### config.mk
export PLATFORM = sky130hd
export DESIGN_NAME = fft_bfly_ctrl
export DESIGN_NICKNAME = d
export VERILOG_FILES = /design/src/rtl/fft_pkg.sv /design/src/rtl/fft_addr_gen.sv /design/src/rtl/fft_bfly_ctrl.sv
export SDC_FILE = /design/constraint.sdc
export NUM_CORES = 1
export LEC_CHECK = 0
export ABC_AREA = 1
export CORE_MARGIN = 8
export CORE_UTILIZATION = 56
export CTS_BUF_LIST = sky130_fd_sc_hd__clkbuf_4 sky130_fd_sc_hd__clkbuf_8 sky130_fd_sc_hd__clkbuf_16
export CTS_CLUSTER_SIZE = 24
export DETAILED_ROUTE_END_ITERATION = 16
export MAX_ROUTING_LAYER = met4
export PLACE_DENSITY = 0.87
export SLEW_MARGIN = 40
export SYNTH_ARGS = -nofsm -noshare
export SYNTH_HDL_FRONTEND = slang
export SYNTH_SLANG_ARGS = --single-unit
### constraint.sdc
create_clock -name clk -period 5.2 [get_ports clk]
set_clock_uncertainty 0.2 [all_clocks]
set_input_delay 0.78 -clock clk [delete_from_list [all_inputs] [get_ports clk]]
set_output_delay 0.78 -clock clk [all_outputs]
set_load 0.02 [all_outputs]
### src/rtl/fft_pkg.sv
// Shared types and width helpers for the radix-2 FFT butterfly sequencer.
package fft_pkg;

  typedef enum logic [1:0] {
    IDLE  = 2'd0,
    RUN   = 2'd1,
    DRAIN = 2'd2,
    DONE  = 2'd3
  } state_t;

  localparam int DEF_LOG2N  = 4;
  localparam int DEF_RD_LAT = 2;

  // Width of the stage index (holds 0..LOG2N-1).
  function automatic int stage_w(input int log2n);
    return $clog2(log2n);
  endfunction

  // Width of the twiddle ROM index (N/2 entries).
  function automatic int tw_w(input int log2n);
    return log2n - 1;
  endfunction

  // Butterflies per stage.
  function automatic int half_n(input int log2n);
    return 1 << (log2n - 1);
  endfunction

  // Width of the drain counter (holds 0..RD_LAT).
  function automatic int cnt_w(input int rd_lat);
    return $clog2(rd_lat + 1);
  endfunction

endpackage

### src/rtl/fft_addr_gen.sv
// Combinational butterfly address generator: (stage s, butterfly j) to the
// two leg addresses and the twiddle ROM index.
module fft_addr_gen
  import fft_pkg::*;
#(
  parameter int LOG2N = DEF_LOG2N
) (
  input  logic [stage_w(LOG2N)-1:0] s,
  input  logic [LOG2N-2:0]          j,
  output logic [LOG2N-1:0]          rd_addr_a,
  output logic [LOG2N-1:0]          rd_addr_b,
  output logic [LOG2N-2:0]          tw_addr
);

  localparam int AW = LOG2N;
  localparam int TW = tw_w(LOG2N);

  logic [AW-1:0] j_ext;
  logic [AW-1:0] span;
  logic [AW-1:0] pos;

  // Split j into block index (upper bits) and position inside the block;
  // the block index is spread by one bit to make room for the lower leg.
  always_comb begin
    j_ext     = {1'b0, j};
    span      = AW'(1) << s;
    pos       = j_ext & (span - AW'(1));
    rd_addr_a = ((j_ext >> s) << (int'(s) + 1)) | pos;
    rd_addr_b = rd_addr_a + span;
    tw_addr   = TW'(pos << (LOG2N - 1 - int'(s)));
  end

endmodule

### src/rtl/fft_bfly_ctrl.sv
// In-place radix-2 DIT FFT sequencer: walks every stage and butterfly,
// issues read/twiddle addresses, and replays each read address RD_LAT
// cycles later as the write-back address. A drain gap of RD_LAT cycles
// between stages keeps the next stage's reads behind the last writes.
//
// Handshake: start is a level sampled only in IDLE (no ready); done is a
// single-cycle pulse; rd_en/wr_en are strobes with no backpressure.
module fft_bfly_ctrl
  import fft_pkg::*;
#(
  parameter int LOG2N  = DEF_LOG2N,
  parameter int RD_LAT = DEF_RD_LAT
) (
  input  logic                      clk,
  input  logic                      rst_n,
  input  logic                      start,
  output logic                      busy,
  output logic                      done,
  output logic                      rd_en,
  output logic [LOG2N-1:0]          rd_addr_a,
  output logic [LOG2N-1:0]          rd_addr_b,
  output logic [LOG2N-2:0]          tw_addr,
  output logic                      wr_en,
  output logic [LOG2N-1:0]          wr_addr_a,
  output logic [LOG2N-1:0]          wr_addr_b,
  output logic [stage_w(LOG2N)-1:0] stage
);

  localparam int SW   = stage_w(LOG2N);
  localparam int JW   = LOG2N - 1;
  localparam int CW   = cnt_w(RD_LAT);
  localparam int LW   = 1 + 2 * LOG2N;
  localparam int HALF = half_n(LOG2N);

  state_t         state_q, state_d;
  logic [SW-1:0]  s_q, s_d;
  logic [JW-1:0]  j_q, j_d;
  logic [CW-1:0]  cnt_q, cnt_d;

  logic           busy_d, done_d, rd_en_d;
  logic [LOG2N-1:0] rd_a_d, rd_b_d;
  logic [JW-1:0]  tw_d;
  logic [SW-1:0]  stage_d;

  logic [LOG2N-1:0] gen_a, gen_b;
  logic [JW-1:0]  gen_tw;

  // Write-back shift line of {valid, addr_a, addr_b}; last entry drives wr_*.
  logic [LW-1:0]  line_q [RD_LAT];

  fft_addr_gen #(.LOG2N(LOG2N)) u_addr_gen (
    .s         (s_q),
    .j         (j_q),
    .rd_addr_a (gen_a),
    .rd_addr_b (gen_b),
    .tw_addr   (gen_tw)
  );

  // Next state, counters and next registered outputs.
  always_comb begin
    state_d = state_q;
    s_d     = s_q;
    j_d     = j_q;
    cnt_d   = cnt_q;
    busy_d  = 1'b0;
    done_d  = 1'b0;
    rd_en_d = 1'b0;
    rd_a_d  = '0;
    rd_b_d  = '0;
    tw_d    = '0;
    stage_d = '0;
    case (state_q)
      IDLE: begin
        if (start) begin
          state_d = RUN;
          s_d     = '0;
          j_d     = '0;
        end
      end
      RUN: begin
        busy_d  = 1'b1;
        stage_d = s_q;
        rd_en_d = 1'b1;
        rd_a_d  = gen_a;
        rd_b_d  = gen_b;
        tw_d    = gen_tw;
        if (j_q == JW'(HALF - 1)) begin
          state_d = DRAIN;
          cnt_d   = CW'(RD_LAT);
        end else begin
          j_d = j_q + JW'(1);
        end
      end
      DRAIN: begin
        busy_d  = 1'b1;
        stage_d = s_q;
        if (cnt_q == CW'(1)) begin
          if (s_q == SW'(LOG2N - 1)) begin
            state_d = DONE;
          end else begin
            state_d = RUN;
            s_d     = s_q + SW'(1);
            j_d     = '0;
          end
        end else begin
          cnt_d = cnt_q - CW'(1);
        end
      end
      DONE: begin
        done_d  = 1'b1;
        state_d = IDLE;
        s_d     = '0;
        j_d     = '0;
      end
      default: state_d = IDLE;
    endcase
  end

  // State, counters and read-side output registers.
  always_ff @(posedge clk) begin
    if (!rst_n) begin
      state_q   <= IDLE;
      s_q       <= '0;
      j_q       <= '0;
      cnt_q     <= '0;
      busy      <= 1'b0;
      done      <= 1'b0;
      rd_en     <= 1'b0;
      rd_addr_a <= '0;
      rd_addr_b <= '0;
      tw_addr   <= '0;
      stage     <= '0;
    end else begin
      state_q   <= state_d;
      s_q       <= s_d;
      j_q       <= j_d;
      cnt_q     <= cnt_d;
      busy      <= busy_d;
      done      <= done_d;
      rd_en     <= rd_en_d;
      rd_addr_a <= rd_a_d;
      rd_addr_b <= rd_b_d;
      tw_addr   <= tw_d;
      stage     <= stage_d;
    end
  end

  // Delay line: shifts every cycle in every state, cleared on reset so no
  // stale write-back survives it.
  always_ff @(posedge clk) begin
    if (!rst_n) begin
      for (int i = 0; i < RD_LAT; i++) line_q[i] <= '0;
    end else begin
      line_q[0] <= {rd_en, rd_addr_a, rd_addr_b};
      for (int i = 1; i < RD_LAT; i++) line_q[i] <= line_q[i-1];
    end
  end

  assign {wr_en, wr_addr_a, wr_addr_b} = line_q[RD_LAT-1];

endmodule
After elaboration in Yosys (flattened, before gate mapping)
Memory sizes are Yosys's and may differ from the RTL's.
Index checks and enable logic that the tools add are counted.
Widths: inputs -> output; s select.

storage, ports and cells
  output and inout bits = 25
  input bits = 3
  logic and storage cells = 72
  memories kept = 1
  register bits after elaboration = 25
  RAM bits = 18

memory list
  memory  depth  bits a word  read ports  clocked after memory_dff  wr ports  line                 text
  line_q  2      9            2           0                         2         fft_bfly_ctrl.sv:49  logic [LW-1:0] line_q [RD_LAT];

operators by class
  muxes and demuxes = 23
  equal/unequal tests = 12
  bitwise gates (word level) = 4
  reductions and logical operators = 10
  $add $sub $neg = 7
  shift operators = 4

operators with widths
  cell                 number
  $shl 4x32->3         1
  $shl 4x32->4         1
  $mux 9               2
  $mux 2               8
  $mux 3               4
  $ne 2x2->1 const B   6
  $pmux 3 s4           1
  $pmux 2 s4           1
  $reduce_and 4->1     2
  $eq 2x2->1 const B   3
  $pmux 2 s3           1
  $reduce_and 3->1     2
  $mux 1               5
  $add 4x4->4          1
  $and 3x4->4          1
  $eq 2x1->1 const B   2
  $or 4x4->4           1
  $pmux 2 s2           1
  $reduce_and 2->1     2
  $shl 1x2->4 const A  1
  $shr 3x2->4          1
  $sub 4x1->4 const B  1
  $add 2x1->3 const B  1
  $add 3x1->3 const B  1
  other kinds (9)      10

Longest topological paths before layout
Gate-level depths: netlist of run 1.

  depth in word-level cells = 5
  mapped depth = 11
  gate-level depth less buffers = 11

By module
A second synthesis of run 1 with hierarchy kept.

second synthesis, totals
  cells, all modules = 252
  area total of the unflattened synthesis = 1964.4 um^2

by module, submodules not included
  module         seq. area each (um^2)  times used  cells an instance  area an instance (um^2)
  fft_bfly_ctrl  860.8                  1           202                1639.1
  fft_addr_gen   0.0                    1           50                 325.3

Least setup slack after synthesis of run 1
OpenSTA, ideal clock, no wires.

  kind = reg-to-reg
  start point = reg s_q[0]
  end point = reg rd_addr_b[2]
  required time = 4.880 ns
  path slack = 2.951 ns
  path buffers = 0
  stages on the path, launching flop included = 10
  arrival time = 1.930 ns
  clock period less this slack = 2.249 ns
  path through = dfxtp_1 > inv_1 > ha_1 > nor2_1 > nand2_1 > nand2_1 > ha_1 > fa_1 > xnor2_1 > nor2_1

on the way
  cells in the longest elaborated chain, start to end = 5

ends and longest elaborated chain
  what                    line                  text
  start, declared         fft_bfly_ctrl.sv:36   logic [SW-1:0] s_q, s_d;
  start signal, assigned  fft_bfly_ctrl.sv:123  s_q <= '0;
  start signal, assigned  fft_bfly_ctrl.sv:135  s_q <= s_d;
  $shl 1x2->4             fft_addr_gen.sv:26    span = AW'(1) << s;
  $sub 4x1->4             fft_addr_gen.sv:27    pos = j_ext & (span - AW'(1));
  $and 3x4->4             fft_addr_gen.sv:27
  $or 4x4->4 *            fft_addr_gen.sv:28    rd_addr_a = ((j_ext >> s) << (int'(s) + 1)) | pos;
  net gen_a[0]            fft_bfly_ctrl.sv:45   logic [LOG2N-1:0] gen_a, gen_b;
  $add 4x4->4 *           fft_addr_gen.sv:29    rd_addr_b = rd_addr_a + span;
  end signal, assigned    fft_bfly_ctrl.sv:142  rd_addr_b <= rd_b_d;
  end, declared           fft_bfly_ctrl.sv:21   output logic [LOG2N-1:0] rd_addr_b,

The timed path passes the listed nets; every way through them passes the cells marked *.
A chain may end at the register's enable or synchronous reset.

Worst setup path in the final report of run 1
Ends and elaborated chain as after synthesis.

==> results of run 1 <==
worst min-delay path: stages (launching register included):
cell and delay [ps]:
dfxtp_1 320, nand2_1 60, inv_2 30
synth_stat cells (3+ instances only):
library cell	n	area, um^2
buf_4	8	60.1
nor2_1	12	45.0
nand3_1	11	55.1
a21oi_1	11	55.1
inv_1	15	56.3
nor3_1	3	15.0
ha_1	15	188
nand2_1	41	154
nand2_2	3	18.8
inv_2	28	105
dfxtp_1	43	861
stage by stage:
step           std cells  hold slack, ps
2_1_floorplan        215             200
3_3_place_gp         275             203
3_5_place_dp         275             207
4_1_cts              283             236
5_1_grt              283             256
6_report             283             234
sequential cells by signal, indices dropped and copies added, names as in the netlist:
name,count
line_q,18
rd_addr_a,4
rd_addr_b,4
j_q,3
tw_addr,3
cnt_q,2
s_q,2
stage,2
state_q,2
busy,1
done,1
rd_en,1
routing by layer:
metal  GRT usage, %  up-vias  share of wire [%]
met2           22.2       31                 48
met3           4.40        6                5.6
li1               -      700                  -
met1           15.1      607                 45
met5              -        -                  0
met4           6.44        0                1.8
where the power goes:
group / switching [W] / leakage (nW) / internal [W]
registers: 0.0000296 / 0.348 / 0.000365
clock network: 0.000108 / 0.0272 / 0.0000516
logic: 0.000181 / 0.610 / 0.000103
cells by family after synthesis:
family,Yosys count,synth area share (%)
simple gates,79,20.4
xor+xnor,1,0.482
compound gates,22,7.44
buf+inv,54,12.9
fa+ha+maj,16,11.4
flops,43,47.4
layout make-up:
cell class | count | area [um^2]
fillers | 233 | 956
flip-flops and latches | 43 | 861
multi-input cells | 118 | 722
repair buffers | 27 | 265
inverters | 43 | 161
well taps | 44 | 55.1
clock buffers | 5 | 37.5
clock inverters | 3 | 20.0
final timing paths:
| kind | from | end |
|---|---|---|
| setup reg to reg | s_q[0]$_SDFFE_PN0P_ | rd_addr_b[2]$_SDFF_PN0_ |
| hold / removal | line_q[0][2]$_SDFF_PN0_ | line_q[0][11]$_SDFF_PN0_ |
| setup / recovery | s_q[0]$_SDFFE_PN0P_ | rd_addr_b[2]$_SDFF_PN0_ |
| hold reg to reg | line_q[0][2]$_SDFF_PN0_ | line_q[0][11]$_SDFF_PN0_ |
==> flow_metrics.tcl, run 1 <==
set metrics [dict create \
    cts.sinks 43 \
    required_ps 5260 \
    cp_slowest_cell "dfxtp_1" \
    critPathCaptureType "flip-flop" \
    reg2reg_slack_ps 2600 \
    timing.final.crit_share_pct 50.0 \
    firstDrtPassIters 4 \
    synth_enable_flop_cells 0 \
    max_slew_margin_pct 69.1 \
    grt_usage_pct 13.8 \
    tightest_slew_ps 463 \
    worstPathCellList "inv_1 -> ha_1 -> nor2_1 -> nand2_1 -> nand2_1 -> ha_1 -> fa_1 -> xnor2_1 -> nor2_1" \
    drtIter0Drc 85 \
    ys_warn_count 0 \
    yosysSeqAreaShare_pct 47.4 \
    start_util_pct 59.0 \
    rsz0062_at_grt "false" \
    path_depth 9 \
    power_density_nw_per_um2 395 \
    clk_pin_slew_ps 130 \
    drive_gt1_share_pct 20.9 \
    yosys_most_used_dff "dfxtp_1" \
    io_buffer_count 27 \
    cts_tree "done" \
    ant_nets 0 \
    rows 20 \
    postLayoutCellArea_um2 2120 \
    drt-wirelength-per-cell_um 11.9 \
    area_growth_pct 16.8 \
    first_global_vias 1259 \
    dp_hpwl_mm 2.65 \
    finalSetupTns_ps 0 \
    grt_max_degree 25 \
    viasPerCell 4.75 \
    critical_path_arrival_ps 2660 \
    htree_num_levels 2 \
    critPathMaxStageDelay_ps 550 \
    antenna_found_initial 0 \
    status "complete, no violations" \
    cts_root_buf "clkbuf_4" \
    reg2reg_depth 9 \
    preCtsSetupSlack_ps 2500 \
    cts_setup_buffers 0 \
    peakVddDrop_mv 0.199 \
    synthArstFlopShare_pct 0 \
    nets 257 \
    syn_avg_cell_area_um2 8.45 \
    grt_pass1_wl_mm 5.51 \
    utilization_pct 68.9 \
    synth_area_um2 1820 \
    min_period_ps 2600 \
    io_pins 28 \
    critPathKind "reg2reg" \
    p_leak_nw 0.985 \
    timing.final.ws_setup_ps 2600 \
    diodes 0 \
    cts_inserted_buffers 5 \
    clk_latency_ps 360 \
    finalPower_w 0.000838 \
    hold_depth 2 \
    start_kind "flip-flop" \
    synth_fp_nets 234 \
    crit_path_max_fanout 10 \
    slew_viol_final 0 \
    synth-seq-cells 43 \
    via_count 1344 \
    setup_violations 0 \
    synthCells 215 \
    synth_cell_type_count 30 \
    drc 0 \
    critPathBufInv 1 \
    die_y_um 73.0 \
    fmax_ghz 0.385 \
    fp.coreArea_um2 3080 \
    final_cell_mix "43 x dfxtp_1, 41 x nand2_1, 28 x inv_2, 26 x clkdlybuf4s50_1" \
    ctsLongestPathBuffers 2 \
    fp.dieW_um 73.0 \
    overflow 0 \
    cts_resized 0 \
    hold_viol 0 \
    place_area_um2 2070 \
    dieArea_um2 5320 \
    cpLargestDelayFamily "adder cells" \
    timing.max_cap.violations 0 \
    holdCritPathClass "reg2reg" \
    gp_congestion 0.904 \
    drt_wl_total_mm 3.37 \
    cts_hold_buf 0 \
    final_common_cell "dfxtp_1" \
]
Power figures use the tool's default switching activity.
==> run 2, diff against run 1 <==
--- a/config.mk
+++ b/config.mk
@@ -7,12 +7,12 @@
 export LEC_CHECK = 0
 export ABC_AREA = 1
 export CORE_MARGIN = 8
-export CORE_UTILIZATION = 56
+export CORE_UTILIZATION = 47
 export CTS_BUF_LIST = sky130_fd_sc_hd__clkbuf_4 sky130_fd_sc_hd__clkbuf_8 sky130_fd_sc_hd__clkbuf_16
 export CTS_CLUSTER_SIZE = 24
 export DETAILED_ROUTE_END_ITERATION = 16
 export MAX_ROUTING_LAYER = met4
-export PLACE_DENSITY = 0.87
+export PLACE_DENSITY = 0.78
 export SLEW_MARGIN = 40
 export SYNTH_ARGS = -nofsm -noshare
 export SYNTH_HDL_FRONTEND = slang
==> constraint.sdc (replaced) <==
create_clock -name clk -period 2.3 [get_ports clk]
set_clock_uncertainty 0.2 [all_clocks]
set_input_delay 0.345 -clock clk [delete_from_list [all_inputs] [get_ports clk]]
set_output_delay 0.345 -clock clk [all_outputs]
set_load 0.02 [all_outputs]
==> run 2 against run 1 <==
Net effect: clock power grew to 2.9 times the previous value; register-to-register slack worse by 2500 ps; sequential share of layout area down 1.5 points; final area increased by 4.2%; via count decreased by 0.97%; critical path type unchanged.
==> flow_metrics.tcl, run 2 (synthesized netlist as in run 1, its figures left out) <==
set metrics [dict create \
    fp.dieW_um 78.2 \
    antenna_found_initial 0 \
    critical_path_arrival_ps 2140 \
    overflow 0 \
    grt_pass1_wl_mm 5.71 \
    utilization_pct 60.0 \
    gp_congestion 0.883 \
    fin_cells 292 \
    preCtsSetupSlack_ps 22.9 \
    cts_root_buf "clkbuf_8" \
    min_to "line_q[0][9]$_SDFF_PN0_" \
    p_leak_nw 1.03 \
    drt_wl_total_mm 3.29 \
    hold_depth 2 \
    critPathCaptureType "flip-flop" \
    rows 22 \
    grt_usage_pct 11.8 \
    cts_hold_buf 0 \
    diodes 0 \
    via_count 1331 \
    drtIter0Drc 53 \
    firstDrtPassIters 4 \
    first_global_vias 1289 \
    timing.final.crit_share_pct 93.7 \
    critPathKind "reg2reg" \
    largestRegisters "line_q x18, rd_addr_a x4, rd_addr_b x4" \
    clk_pin_slew_ps 80 \
    max_slew_margin_pct 79.6 \
    ctsLongestPathBuffers 2 \
    hold_path_startpoint "line_q[0][0]$_SDFF_PN0_" \
    reg2reg_depth 9 \
    area_growth_pct 21.8 \
    start_util_pct 49.3 \
    htree_num_levels 2 \
    fp.coreArea_um2 3690 \
    dieArea_um2 6110 \
    grt_max_degree 21 \
    peakVddDrop_mv 0.406 \
    tightest_slew_ps 306 \
    timing.max_cap.violations 0 \
    crit_path_max_fanout 8 \
    nets 262 \
    drc 0 \
    largest_register_ffs 18 \
    timing.final.ws_setup_ps 145 \
    final_cell_mix "42 x dfxtp_1, 41 x nand2_1, 28 x inv_2, 27 x clkdlybuf4s50_1" \
    cts_setup_buffers 0 \
    io_pins 28 \
    status "complete, no violations" \
    cts_tree "done" \
    start_kind "flip-flop" \
    die_y_um 78.2 \
    cts_inserted_buffers 5 \
    finalPower_w 0.00203 \
    finalSetupTns_ps 0 \
    power_density_nw_per_um2 916 \
    ant_nets 0 \
    final_common_cell "dfxtp_1" \
    fill_cells 336 \
    cts.sinks 43 \
    drt-wirelength-per-cell_um 11.3 \
    r2r_start "s_q[1]$_SDFFE_PN0P_" \
    seqCellArea_um2 865 \
    holdCritPathClass "reg2reg" \
    top_register "line_q" \
    hold_viol 0 \
    multi_input_area_um2 724 \
    io_buffer_count 27 \
    min_period_ps 2150 \
    dp_hpwl_mm 2.62 \
    slew_viol_final 0 \
    viasPerCell 4.56 \
    rsz0062_at_grt "false" \
    rr_endpoint "rd_addr_b[2]$_SDFF_PN0_" \
    setup_violations 0 \
    reg2reg_slack_ps 150 \
    placedCellCount 284 \
    fmax_ghz 0.464 \
    drive_gt1_share_pct 23.0 \
    required_ps 2280 \
    clk_latency_ps 290 \
]
[run 2: cell types whose count changed in the layout (fill, tap and decap cells not counted)]
cell,previous run,this run
buf_4,0,5
clkbuf_2,1,0
clkbuf_4,5,0
clkbuf_8,0,5
clkdlybuf4s50_1,26,27
clkinv_2,1,0
clkinv_4,0,2
clkinvlp_4,2,1
dfxtp_1,43,42
dfxtp_4,0,1
nor2_1,12,11
nor2_2,2,3
[run 2: layout make-up]
cell class	instances	area share, %
Sequential cell	43	39.1
Multi-Input combinational cell	118	32.7
Timing Repair Buffer	32	13.9
Inverter	43	7.30
Clock buffer	5	3.11
Tap cell	48	2.71
Clock inverter	3	1.13
[run 2: how the worst max path moves through the flow]
stage                              end                 from  slack [ps]
2_1_floorplan  rd_addr_b[2]$_SDFF_PN0_  s_q[0]$_SDFFE_PN0P_          50
3_3_place_gp   rd_addr_b[2]$_SDFF_PN0_  s_q[1]$_SDFFE_PN0P_         130
3_5_place_dp   rd_addr_b[1]$_SDFF_PN0_  s_q[1]$_SDFFE_PN0P_          20
4_1_cts        rd_addr_b[1]$_SDFF_PN0_  s_q[1]$_SDFFE_PN0P_          90
5_1_grt        rd_addr_b[1]$_SDFF_PN0_  s_q[1]$_SDFFE_PN0P_           3
6_report       rd_addr_b[2]$_SDFF_PN0_  s_q[1]$_SDFFE_PN0P_         150
[run 2: per-layer routing]
| layer | vias up | part of all wire [%] | routed length (um) | track usage (%) |
|---|---|---|---|---|
| met5 | - | 0 | 0 | - |
| li1 | 711 | - | - | - |
| met4 | 0 | 1.6 | 53 | 7.04 |
| met1 | 581 | 46 | 1510 | 13.0 |
| met3 | 4 | 6.3 | 207 | 3.64 |
| met2 | 35 | 46 | 1520 | 18.3 |
[run 2: through the flow]
| stage | area [um^2] | hold WS [ps] |
|---|---|---|
| floorplan | 1820 | 200 |
| global placement | 2110 | 202 |
| detailed placement | 2110 | 204 |
| CTS | 2210 | 216 |
| global route | 2210 | 237 |
| finish | 2210 | 219 |
[run 2: critical path, stage by stage (launching register included)]
cell,delay (ps)
dfxtp_4,400
inv_2,40
ha_1,360
nor2_2,80
nand2_1,90
nand2_1,60
ha_1,210
fa_1,400
xnor2_1,160
nor2_1,50
[run 2: what timing repair did]
| action | in CTS | in global routing |
|---|---|---|
| endpoints found under the setup margin | 1 | 3 |
| pin swaps | 0 | 0 |
| gates resized for setup | 1 | 2 |
[run 2: report_power, final]
group	internal, W	switching, W
Combinational	0.000259	0.000428
Clock	0.000217	0.000252
Sequential	0.000824	0.0000477
Total	0.00130	0.000728
==> run 3, diff against run 2 <==
--- a/config.mk
+++ b/config.mk
@@ -7,12 +7,12 @@
 export LEC_CHECK = 0
 export ABC_AREA = 1
 export CORE_MARGIN = 8
-export CORE_UTILIZATION = 47
-export CTS_BUF_LIST = sky130_fd_sc_hd__clkbuf_4 sky130_fd_sc_hd__clkbuf_8 sky130_fd_sc_hd__clkbuf_16
+export CORE_UTILIZATION = 50
+export CTS_BUF_LIST = sky130_fd_sc_hd__clkbuf_2 sky130_fd_sc_hd__clkbuf_4 sky130_fd_sc_hd__clkbuf_8
 export CTS_CLUSTER_SIZE = 24
 export DETAILED_ROUTE_END_ITERATION = 16
 export MAX_ROUTING_LAYER = met4
-export PLACE_DENSITY = 0.78
+export PLACE_DENSITY = 0.82
 export SLEW_MARGIN = 40
 export SYNTH_ARGS = -nofsm -noshare
 export SYNTH_HDL_FRONTEND = slang
==> run 3 against run 2 <==
Net effect: global-route usage increased by 0.33 points; clock power decreased by 22%; die area decreased by 4.8%; critical path depth increased by 1; clock-buffer cell count unchanged; sequential power increased by 1%.
==> flow_metrics.tcl, run 3 (synthesized netlist as in run 1, its figures left out) <==
set metrics [dict create \
    fin_cells 292 \
    via_count 1348 \
    antenna_found_initial 0 \
    whs_ps 231 \
    top_register "line_q" \
    htree_num_levels 2 \
    grt_max_degree 21 \
    rows 22 \
    tightest_slew_ps 334 \
    drc 0 \
    dieArea_um2 5820 \
    final_cell_mix "41 x nand2_1, 41 x dfxtp_1, 28 x inv_2, 27 x clkdlybuf4s50_1" \
    start_util_pct 50.8 \
    drive_gt1_share_pct 23.4 \
    timing.max_cap.violations 0 \
    io_pins 28 \
    start_kind "flip-flop" \
    dp_hpwl_mm 2.50 \
    first_global_vias 1298 \
    drt-wirelength-per-cell_um 11.0 \
    setup_violations 0 \
    cts_tree "done" \
    peakVddDrop_mv 0.431 \
    viasPerCell 4.62 \
    cts_hold_buf 0 \
    fp.dieW_um 76.3 \
    diodes 0 \
    overflow 0 \
    place_area_um2 2110 \
    cts.sinks 43 \
    ant_nets 0 \
    holdCritPathClass "reg2reg" \
    io_buffer_count 27 \
    max_slew_margin_pct 77.7 \
    fmax_ghz 0.476 \
    largest_register_ffs 18 \
    critical_path_arrival_ps 2190 \
    cts_root_buf "clkbuf_4" \
    placedCellCount 284 \
    critPathCaptureType "flip-flop" \
    status "complete, no violations" \
    p_leak_nw 1.01 \
    crit_path_max_fanout 5 \
    required_ps 2390 \
    utilization_pct 60.9 \
    critPathKind "reg2reg" \
    hold_viol 0 \
    timing.final.crit_share_pct 91.4 \
    nets 262 \
    grt_pass1_wl_mm 5.66 \
    cts_inserted_buffers 5 \
    grt_usage_pct 12.1 \
    reg2reg_slack_ps 200 \
    fp.coreArea_um2 3580 \
    finalSetupTns_ps 0 \
    firstDrtPassIters 4 \
    area_growth_pct 19.9 \
    power_density_nw_per_um2 891 \
    min_period_ps 2100 \
    rsz0062_at_grt "false" \
    gp_congestion 0.909 \
    die_y_um 76.3 \
    clk_pin_slew_ps 130 \
    postLayoutCellArea_um2 2180 \
    drt_wl_total_mm 3.21 \
    slew_viol_final 0 \
    drtIter0Drc 42 \
    largestRegisters "line_q x18, rd_addr_a x4, rd_addr_b x4" \
    clk_latency_ps 340 \
    ctsLongestPathBuffers 2 \
]
## run 3: cell types whose count changed in the layout (fill, tap and decap cells not counted)
cell,delta
dfxtp_1,-1
dfxtp_2,+2
dfxtp_4,-1
clkbuf_4,+5
clkinv_4,-2
clkinvlp_4,+1
clkbuf_8,-5
inv_6,+1
## run 3: worst paths after layout
check,from,endpoint,cells after the start
max,s_q[1]$_SDFFE_PN0P_,rd_addr_b[3]$_SDFF_PN0_,10
min,line_q[0][1]$_SDFF_PN0_,line_q[0][10]$_SDFF_PN0_,2
max reg2reg,s_q[1]$_SDFFE_PN0P_,rd_addr_b[3]$_SDFF_PN0_,10
min reg2reg,line_q[0][1]$_SDFF_PN0_,line_q[0][10]$_SDFF_PN0_,2
## run 3: timing repair
action / 4_1_cts / 5_1_grt
buffers inserted: 0 / 0
hold endpoints to repair: 0 / 0
gates resized for setup: 0 / 3
endpoints found under the setup margin: 0 / 2
## run 3: layout make-up
cell class              count  area, um^2
inverters                  43         161
clock inverters             3        23.8
flip-flops and latches     43         863
multi-input cells         118         724
fillers                   300        1400
clock buffers               5        37.5
well taps                  48        60.1
repair buffers             32         308
## run 3: critical path: stages, from the launching register on
cell     delay [ps]
dfxtp_2         390
inv_2            70
ha_1            300
buf_4           160
nand3_1          90
nand3_1          80
ha_1            330
nand3_1          90
nand3_1          90
nand4_1         120
a21oi_2         130
## run 3: where the power goes
| part | internal [W] | total [W] | switching [W] |
|---|---|---|---|
| Combinational | 0.000266 | 0.000692 | 0.000426 |
| Clock | 0.000122 | 0.000368 | 0.000246 |
| Sequential | 0.000827 | 0.000881 | 0.0000539 |
## run 3: metal layers
layer	wire length (um)	vias to the layer above	global-route usage (%)
li1	-	706	-
met3	228	13	4.83
met1	1450	586	12.8
met5	0	-	-
met2	1440	43	19.2
met4	95	0	6.35
## run 3: through the flow
step / total power [W] / worst slack, ps
floorplan: 0.00138 / 50.6
global placement: 0.00156 / 226
detailed placement: 0.00158 / 183
CTS: 0.00195 / 148
global route: 0.00210 / 21.8
finish: 0.00194 / 198
